[src/rtl/dds_pkg.sv]
// Shared definitions for the DDS frequency-sweep controller:
// FSM state encoding and sweep-mode constants.
package dds_pkg;

  typedef enum logic [1:0] {
    IDLE = 2'b00,
    UP   = 2'b01,
    DOWN = 2'b10
  } state_e;

  localparam logic [1:0] MODE_SINGLE = 2'b00;
  localparam logic [1:0] MODE_SAW    = 2'b01;
  localparam logic [1:0] MODE_TRI    = 2'b10;

  // The unused encoding 2'b11 behaves as a single-shot sweep.
  function automatic logic [1:0] norm_mode(input logic [1:0] m);
    return (m == 2'b11) ? MODE_SINGLE : m;
  endfunction

endpackage

[src/rtl/sweep_dwell_cnt.sv]
// Dwell timer for the sweep FSM: counts 0..limit while enabled and flags
// the terminal count so the FSM knows when a frequency step has expired.
module sweep_dwell_cnt #(
  parameter int DWELL_WIDTH = 16
) (
  input  logic                   clk_in,
  input  logic                   rst_in,
  input  logic                   clr_i,
  input  logic                   en_i,
  input  logic [DWELL_WIDTH-1:0] limit_i,
  output logic                   tc_o
);

  logic [DWELL_WIDTH-1:0] cnt_q;

  assign tc_o = (cnt_q == limit_i);

  // NOTE: registers use non-blocking assignments so every flop samples
  // the pre-edge value of every other flop, independent of block order.
  always_ff @(posedge clk_in) begin
    if (rst_in || clr_i) begin
      cnt_q <= '0;
    end else if (en_i) begin
      cnt_q <= tc_o ? '0 : cnt_q + 1'b1;
    end
  end

endmodule

[src/rtl/dds_sweep_ctrl.sv]
// Frequency-sweep controller feeding a DDS: steps the frequency word from a
// start to a stop value with a programmable dwell in single/saw/triangle mode.
module dds_sweep_ctrl #(
  parameter int PHASE_WIDTH = 32,
  parameter int DWELL_WIDTH = 16
) (
  input  logic                   clk_in,
  input  logic                   rst_in,
  input  logic                   start,
  input  logic                   stop,
  input  logic [1:0]             mode,
  input  logic [PHASE_WIDTH-1:0] start_word,
  input  logic [PHASE_WIDTH-1:0] stop_word,
  input  logic [PHASE_WIDTH-1:0] step_word,
  input  logic [DWELL_WIDTH-1:0] dwell,
  input  logic [PHASE_WIDTH-1:0] phase_offset,
  output logic [PHASE_WIDTH-1:0] Fre_word,
  output logic [PHASE_WIDTH-1:0] Pha_word,
  output logic                   busy,
  output logic                   sweep_done,
  output logic                   cfg_err
);

  import dds_pkg::*;

  state_e                 state_q;
  logic [1:0]             mode_q;
  logic [PHASE_WIDTH-1:0] start_q, stop_q, step_q, fre_q, pha_q;
  logic [DWELL_WIDTH-1:0] dwell_q;
  logic                   busy_q, done_q, err_q;

  logic                   cfg_bad, accept, cnt_en, tc;
  logic [PHASE_WIDTH:0]   up_sum;
  logic [PHASE_WIDTH-1:0] up_word, down_word;

  assign cfg_bad = (step_word == '0) || (start_word > stop_word);
  assign accept  = (state_q == IDLE) && start && !stop && !cfg_bad;
  assign cnt_en  = (state_q != IDLE) && !stop;

  // One extra bit on the sum lets the clamp see past the top of the range
  // instead of wrapping; the down step compares the remaining distance.
  assign up_sum    = {1'b0, fre_q} + {1'b0, step_q};
  assign up_word   = (up_sum > {1'b0, stop_q}) ? stop_q : up_sum[PHASE_WIDTH-1:0];
  assign down_word = ((fre_q - start_q) < step_q) ? start_q : fre_q - step_q;

  sweep_dwell_cnt #(.DWELL_WIDTH(DWELL_WIDTH)) u_dwell (
    .clk_in  (clk_in),
    .rst_in  (rst_in),
    .clr_i   (accept),
    .en_i    (cnt_en),
    .limit_i (dwell_q),
    .tc_o    (tc)
  );

  always_ff @(posedge clk_in) begin
    if (rst_in) begin
      state_q <= IDLE;
      mode_q  <= MODE_SINGLE;
      start_q <= '0;
      stop_q  <= '0;
      step_q  <= '0;
      dwell_q <= '0;
      fre_q   <= '0;
      pha_q   <= '0;
      busy_q  <= 1'b0;
      done_q  <= 1'b0;
      err_q   <= 1'b0;
    end else begin
      done_q <= 1'b0;
      err_q  <= 1'b0;
      case (state_q)
        IDLE: begin
          if (start && !stop) begin
            if (cfg_bad) begin
              err_q <= 1'b1;
            end else begin
              mode_q  <= norm_mode(mode);
              start_q <= start_word;
              stop_q  <= stop_word;
              step_q  <= step_word;
              dwell_q <= dwell;
              fre_q   <= start_word;
              pha_q   <= phase_offset;
              busy_q  <= 1'b1;
              state_q <= UP;
            end
          end
        end
        UP: begin
          if (stop) begin
            busy_q  <= 1'b0;
            state_q <= IDLE;
          end else if (tc) begin
            if (fre_q != stop_q) begin
              fre_q <= up_word;
            end else begin
              case (mode_q)
                MODE_SAW: begin
                  done_q <= 1'b1;
                  fre_q  <= start_q;
                end
                MODE_TRI: begin
                  // A degenerate triangle has nowhere to turn; each dwell is a pass.
                  if (start_q == stop_q) begin
                    done_q <= 1'b1;
                  end else begin
                    fre_q   <= down_word;
                    state_q <= DOWN;
                  end
                end
                default: begin
                  done_q  <= 1'b1;
                  busy_q  <= 1'b0;
                  state_q <= IDLE;
                end
              endcase
            end
          end
        end
        DOWN: begin
          if (stop) begin
            busy_q  <= 1'b0;
            state_q <= IDLE;
          end else if (tc) begin
            if (fre_q != start_q) begin
              fre_q <= down_word;
            end else begin
              done_q  <= 1'b1;
              fre_q   <= up_word;
              state_q <= UP;
            end
          end
        end
        default: begin
          busy_q  <= 1'b0;
          state_q <= IDLE;
        end
      endcase
    end
  end

  assign Fre_word   = fre_q;
  assign Pha_word   = pha_q;
  assign busy       = busy_q;
  assign sweep_done = done_q;
  assign cfg_err    = err_q;

endmodule

[config.mk]
export PLATFORM = sky130hd
export DESIGN_NAME = dds_sweep_ctrl
export DESIGN_NICKNAME = d
export VERILOG_FILES = /design/src/rtl/dds_pkg.sv /design/src/rtl/sweep_dwell_cnt.sv /design/src/rtl/dds_sweep_ctrl.sv
export SDC_FILE = /design/constraint.sdc
export NUM_CORES = 1
export LEC_CHECK = 0
export BUFFER_PORTS_ARGS = -buffer_cell sky130_fd_sc_hd__buf_4
export CORE_AREA = 3 3 200 202
export CTS_CLUSTER_DIAMETER = 60
export DETAILED_ROUTE_END_ITERATION = 8
export DIE_AREA = 0 0 203 205
export SETUP_SLACK_MARGIN = 0.2
export SLEW_MARGIN = 40
export SYNTH_ARGS = -nofsm -noshare
export SYNTH_HDL_FRONTEND = slang
export SYNTH_SLANG_ARGS = --single-unit
[constraint.sdc]
create_clock -name clk_in -period 6.45 [get_ports clk_in]
set_input_delay 0.9675 -clock clk_in [delete_from_list [all_inputs] [get_ports clk_in]]
set_output_delay 0.9675 -clock clk_in [all_outputs]
set_load 0.01 [all_outputs]
## Word level (Yosys, flattened, before mapping)

Cells that the tools add are included.

- Multiply operators: 0
- Reduce and logical (&&, ||, !) cells: 19
- Bitwise gates (word level): 3
- Shifts and indexed selects: 0
- Equal/unequal tests: 25
- Order comparisons: 3
- Divide/modulo/power cells: 0
- Muxes and demuxes: 44
- $add $sub $neg: 4

Operators by type and width:

| operator | number |
|---|---|
| $mux 32 | 11 |
| $pmux 32 s3 | 1 |
| $ne 32x32->1 | 2 |
| $pmux 32 s2 | 1 |
| $sub 32x32->32 | 2 |
| $add 32x32->33 | 1 |
| $gt 33x32->1 | 1 |
| $eq 32x32->1 | 1 |
| $gt 32x32->1 | 1 |
| $logic_not 32->1 | 1 |
| $lt 32x32->1 | 1 |
| $mux 2 | 10 |
| $add 16x1->16 const B | 1 |
| $eq 16x16->1 | 1 |
| $mux 1 | 16 |
| $mux 16 | 1 |
| $ne 3x3->1 const B | 4 |
| $reduce_and 9->1 | 1 |
| $ne 2x2->1 const B | 4 |
| $ne 4x4->1 const B | 2 |
| $reduce_and 8->1 | 1 |
| $eq 2x2->1 const B | 3 |
| $ne 2x1->1 const B | 3 |
| $ne 3x2->1 const B | 2 |
| other kinds (17) | 26 |

- Memory bits (read-only): 0
- Bits in latches: 0
- Bits in registers: 199
- Memory bits (writable): 0
- Bits of input ports: 150
- Memories kept: 0

## Longest topological paths before layout

- Depth in word-level cells: 9
- Mapped depth: 29
- Gate-level depth less buffers: 27

## Modules after synthesis

A second synthesis with hierarchy kept.

- Cells, all modules: 2326
- Area total of the unflattened synthesis: 17027.6 µm²

Modules (own cells, without submodules):

| module | times used | cells each | seq. area each (µm²) | area an instance (µm²) |
|---|---|---|---|---|
| dds_sweep_ctrl | 1 | 2215 | 3663.5 | 16085.4 |
| sweep_dwell_cnt | 1 | 111 | 320.3 | 942.2 |

## Worst setup path before layout

OpenSTA, ideal clock, no wires.

- Kind: register to register
- Start point: reg fre_q[0] (netlist: Fre_word[0])
- End point: reg fre_q[25] (netlist: Fre_word[25])
- Data required time: 6.328 ns
- Arrival time: 4.993 ns
- Library setup time: 0.122 ns
- Buffers on the path: 3
- Cell stages (with the launch flop): 28
- Path slack: 1.336 ns
- Cells stage by stage: dfxtp_1 > inv_1 > ha_1 > inv_1 > fa_1 > a21o_1 > a21oi_1 > o21bai_1 > a21oi_1 > a21oi_1 > a41o_1 > nand4_1 > a41o_1 > o21bai_1 > a21oi_1 > xnor2_1 > ha_1 > a211oi_1 > o21bai_1 > a211oi_1 > o21ai_0 > a31oi_2 > buf_2 > buf_2 > buf_2 > mux2i_1 > nor2_1 > o311a_1

- Cells in the longest elaborated chain, start to end: 9
- Elaborated cells between the ends (all ways): 21
- Those cells by class: add/sub: 3; order compare: 2; eq/ne: 4; mux: 11; reduce/logical: 1

Ends and longest elaborated chain:

| what | line | text |
|---|---|---|
| from (decl) | dds_sweep_ctrl.sv:28 | `logic [PHASE_WIDTH-1:0] start_q, stop_q, step_q, fre_q, pha_q;` |
| from (signal assigned) | dds_sweep_ctrl.sv:82 | `fre_q <= start_word;` |
| from (signal assigned) | dds_sweep_ctrl.sv:95 | `fre_q <= up_word;` |
| from (signal assigned) | dds_sweep_ctrl.sv:100 | `fre_q <= start_q;` |
| $sub 32x32->32 | dds_sweep_ctrl.sv:44 | `assign down_word = ((fre_q - start_q) < step_q) ? start_q : fre_q - step_q;` |
| $lt 32x32->1 | dds_sweep_ctrl.sv:44 |  |
| $mux 32 | dds_sweep_ctrl.sv:44 |  |
| $mux 32 | dds_sweep_ctrl.sv:104 | `if (start_q == stop_q) begin` |
| $pmux 32 s2 | dds_sweep_ctrl.sv:97 | `case (mode_q)` |
| $mux 32 | dds_sweep_ctrl.sv:94 | `if (fre_q != stop_q) begin` |
| $mux 32 | dds_sweep_ctrl.sv:93 | `end else if (tc) begin` |
| $mux 32 | dds_sweep_ctrl.sv:90 | `if (stop) begin` |
| $pmux 32 s3 | dds_sweep_ctrl.sv:71 | `case (state_q)` |

Parallel ways exist; a longest one is shown, timed or not. The select of a mux whose other input is x is not followed.
A chain may end at the register's enable or synchronous reset.

## Final worst setup path

- Start point: reg start_q[0]
- End point: reg fre_q[21] (netlist: Fre_word[21])

- Cells in the longest elaborated chain, start to end: 9
- Elaborated cells between the ends (all ways): 16
- Those cells by class: add/sub: 1; order compare: 1; eq/ne: 3; mux: 10; reduce/logical: 1

Ends and longest elaborated chain:

| what | line | text |
|---|---|---|
| from (decl) | dds_sweep_ctrl.sv:28 |  |
| from (signal assigned) | dds_sweep_ctrl.sv:78 | `start_q <= start_word;` |
| $sub 32x32->32 | dds_sweep_ctrl.sv:44 |  |
| $lt 32x32->1 | dds_sweep_ctrl.sv:44 |  |
| $mux 32 | dds_sweep_ctrl.sv:44 |  |
| $mux 32 | dds_sweep_ctrl.sv:104 |  |
| $pmux 32 s2 | dds_sweep_ctrl.sv:97 |  |
| $mux 32 | dds_sweep_ctrl.sv:94 |  |
| $mux 32 | dds_sweep_ctrl.sv:93 |  |
| $mux 32 | dds_sweep_ctrl.sv:90 |  |
| $pmux 32 s3 | dds_sweep_ctrl.sv:71 |  |

Parallel ways exist; a longest one is shown, timed or not. The select of a mux whose other input is x is not followed.

==> summary.md <==
| Metric | Value |
|---|---|
| Sequential share of the synthesized area | `23.2%` |
| Arrival @ worst endpoint | `6.42 ns` |
| Routed wire per std cell | `22.6 µm` |
| Largest net degree at the start of global routing | `106` |
| Final Power | `6.20 mW` |
| Die area | `41,600 µm²` |
| Synth warn | `0` |
| Clock power share | `19.4%` |
| Combinational power share | `57.6%` |
| GPL Wtd Cong | `1.06` |
| Synth Cell Area | `17,200 µm²` |
| Worst vdd ir | `0.241 mV` |
| Yosys cell types | `86` |
| Tightest Hold Check Type | `flip-flop to flip-flop` |
| Number of synthesized flops with an enable pin | `0` |
| IO buf count | `216` |
| Multi-input logic area | `12,100 µm²` |
| Die width | `203 µm` |
| Leak | `8.72 nW` |
| Post-synth top area cell | `dfxtp_1` |
| Die Ht | `205 µm` |
| Total Wirelength | `68,000 µm` |
| Global Route Usage Sum | `32.0%` |
| Final hold vios | `0` |
| DRC Markers | `0` |
| Sequential share of power | `22.9%` |
| H-tree depth | `4` |
| Finish-stage setup viols | `0` |
| Fmax | `165 MHz` |
| Area Growth Syn to Fin | `16.9%` |
| Core ar. | `38,500 µm²` |
| Via density | `5.83` |
| Fin nets | `2,825` |
| Global route total overflow | `0` |
| Critical path launch point type | `flip-flop` |
| Hpwl dp | `53,700 µm` |
| Unrepaired setup endpoints after global routing | `true` |
| Synthesized flop and latch total | `199` |
| P per Cell Area | `309 nW/µm²` |
| Sw Share | `46.4%` |
| CTS root buf | `clkbuf_16` |
| Synth Flop Type | `dfxtp_1` |
| Syn avg cell area | `7.44 µm²` |
| Clock skew | `0.0173 ns` |
| Drt initial violations | `1,706` |
| Global-route wire length before repair | `101,000 µm` |
| Later-pin clock latency in the skew report | `0.50 ns` |
| Clock transition at path regs | `0.09 ns` |
| Clock Sinks | `199` |
| Kind of critical path | `flip-flop to flip-flop` |
| Number of top-level pins | `217` |
| Vias | `17,500` |
| CP endpoint kind | `flip-flop` |
| Worst slew pin tran | `0.777 ns` |
| Share of cells above drive strength 1 | `14.1%` |
| Post-layout min period | `6.06 ns` |
| Rows | `72` |
| Final Max Tran Viols | `0` |
| ANT cells | `0` |
| Antenna violations before repair | `0` |
| Max-Slew Margin vs Limit | `48.2%` |
| Placed Cells incl. Taps | `2,972` |
| CP max FO | `8` |
| Sw power | `2.87 mW` |
| Syn_nets | `2,658` |
| Critical Path RT | `6.81 ns` |
| Starting Density | `44.7%` |
| Setup TNS | `0 ns` |
| Fin crit share | `94.0%` |
| Mapped Cells | `2,309` |
| Max-cap viol count | `0` |
| CTS tree | `built` |
| Top post-synthesis cells by area | `dfxtp_1, ha_1, nand2_1` |
| Top cell type's share of synthesized area | `23.2%` |
| Vias in the first global route | `16,600` |
| Pint | `3.32 mW` |
| Pre-antenna DRT Iters | `5` |
| Fillers | `3,801` |
| Pre-CTS setup slack | `0.374 ns` |
| Setup ws final | `0.386 ns` |
| Max clock buf depth | `2` |
| FF/Latch Area | `3990 µm²` |
| Inserted Clock Buffers | `17` |
| Most numerous cell in the Yosys netlist | `nand2_1` |
| Post-synth ARST share | `0%` |
| Top cells by count, synth | `nand2_1, a21oi_1, dfxtp_1, ha_1, inv_1` |
| Status | `completed` |
| Final cell count without fillers | `3,007` |
| Antenna Nets Post-Route | `0` |
## critical path, stage by stage, from the launching register on
cell and delay (ns):
dfxtp_1 0.46, ha_1 0.21, inv_1 0.06, fa_1 0.41, a21o_1 0.18, a21oi_1 0.22
o21bai_1 0.09, a21oi_1 0.23, a21oi_1 0.18, a41o_1 0.34, a21oi_1 0.21, o21bai_1 0.10
xor2_1 0.16, ha_1 0.33, nand4_1 0.23, a2111oi_2 0.41, o211ai_1 0.24, nand4_1 0.20
a31oi_4 0.14, nand2b_1 0.19, a32o_2 0.35, buf_4 0.20, a222oi_1 0.44, a211oi_1 0.14
a21oi_1 0.14, nor2_1 0.05
## layout make-up
class,count,share of cell area (%)
clock buffer,17,2.12
clock inverter,15,1.03
inverter,188,3.53
multi-input combinational,1808,60.1
sequential,199,19.9
tap,518,3.23
timing repair buffer,262,10.2
## power by group through the flow
stage / combinational, mW / sequential [mW] / clock (mW)
2_1_floorplan: 2.35 / 1.42 / 0
3_3_place_gp: 3.40 / 1.44 / 0
3_5_place_dp: 3.41 / 1.44 / 0
4_1_cts: 3.43 / 1.41 / 1.23
5_1_grt: 3.86 / 1.43 / 1.27
6_report: 3.57 / 1.42 / 1.20
## placed cells by master (no fill, tap or decap), types with 7 or more instances in the layout
cell type and count:
nand2_1 391, a21oi_1 290, buf_4 255, dfxtp_1 198
ha_1 196, inv_1 186, nor2_1 135, xnor2_1 108
xor2_1 73, o21ai_0 67, nand4_1 41, nor4_1 40
a21o_1 36, mux2i_1 36, nand3_1 34, nor3_1 28
o211ai_1 23, o21bai_1 22, a211oi_1 22, nor2b_1 18
a221oi_1 18, clkbuf_16 17, a31oi_1 15, o21ai_1 15
or3_1 14, mux2_2 13, and3_1 12, nand2b_1 12
o21a_1 11, a211o_1 11, or2_2 7, o31ai_1 7
## registers in the layout, indices dropped and copies added (netlist names)
signal / flops
Fre_word: 32
Pha_word: 32
busy: 1
cfg_err: 1
dwell_q: 16
mode_q: 2
start_q: 32
state_q: 2
step_q: 32
stop_q: 32
sweep_done: 1
u_dwell.cnt_q: 16
## layer usage
metal | share of wire, % | track usage (%)
met2 | 43 | 49.1
met5 | 0 | 0
met3 | 8.5 | 6.21
met1 | 46 | 45.5
met4 | 2.6 | 9.60
## cell families after synthesis
| group | share of synthesized area (%) |
|---|---|
| xor gates and xnor gates | 9.23 |
| AOI/OAI and AO/OA | 23.1 |
| DFF | 23.2 |
| and+or+nand+nor | 19.7 |
| adders and majority gates | 14.6 |
| muxes | 3.10 |
| buffers and inverters | 6.96 |
## what timing repair did
action | in CTS | in global routing
buffers inserted | 0 | 3
resized for setup | 0 | 5
hold endpoints to repair | 0 | 0
hold buffers | 0 | 0
endpoints found under the setup margin | 0 | 19
## per-stage QoR
step	utilization, %	cell area (µm²)	hold slack, ns
finish	52.2	20100	0.462
global route	52.2	20100	0.479
CTS	52.0	20000	0.463
detailed placement	50.3	19400	0.450
global placement	50.3	19400	0.443
floorplan	-	17200	0.448
## worst paths after layout
check / from / end / slack [ns] / cells after the start
min: Pha_word[4]$_SDFFE_PP0P_ / Pha_word[4]$_SDFFE_PP0P_ / 0.46 / 2
min reg2reg: Pha_word[4]$_SDFFE_PP0P_ / Pha_word[4]$_SDFFE_PP0P_ / 0.46 / 2
max reg2reg: start_q[0]$_SDFFE_PP0P_ / Fre_word[21]$_SDFFE_PP0P_ / 0.39 / 25
max: start_q[0]$_SDFFE_PP0P_ / Fre_word[21]$_SDFFE_PP0P_ / 0.39 / 25
(Power assumes the default switching activity.)
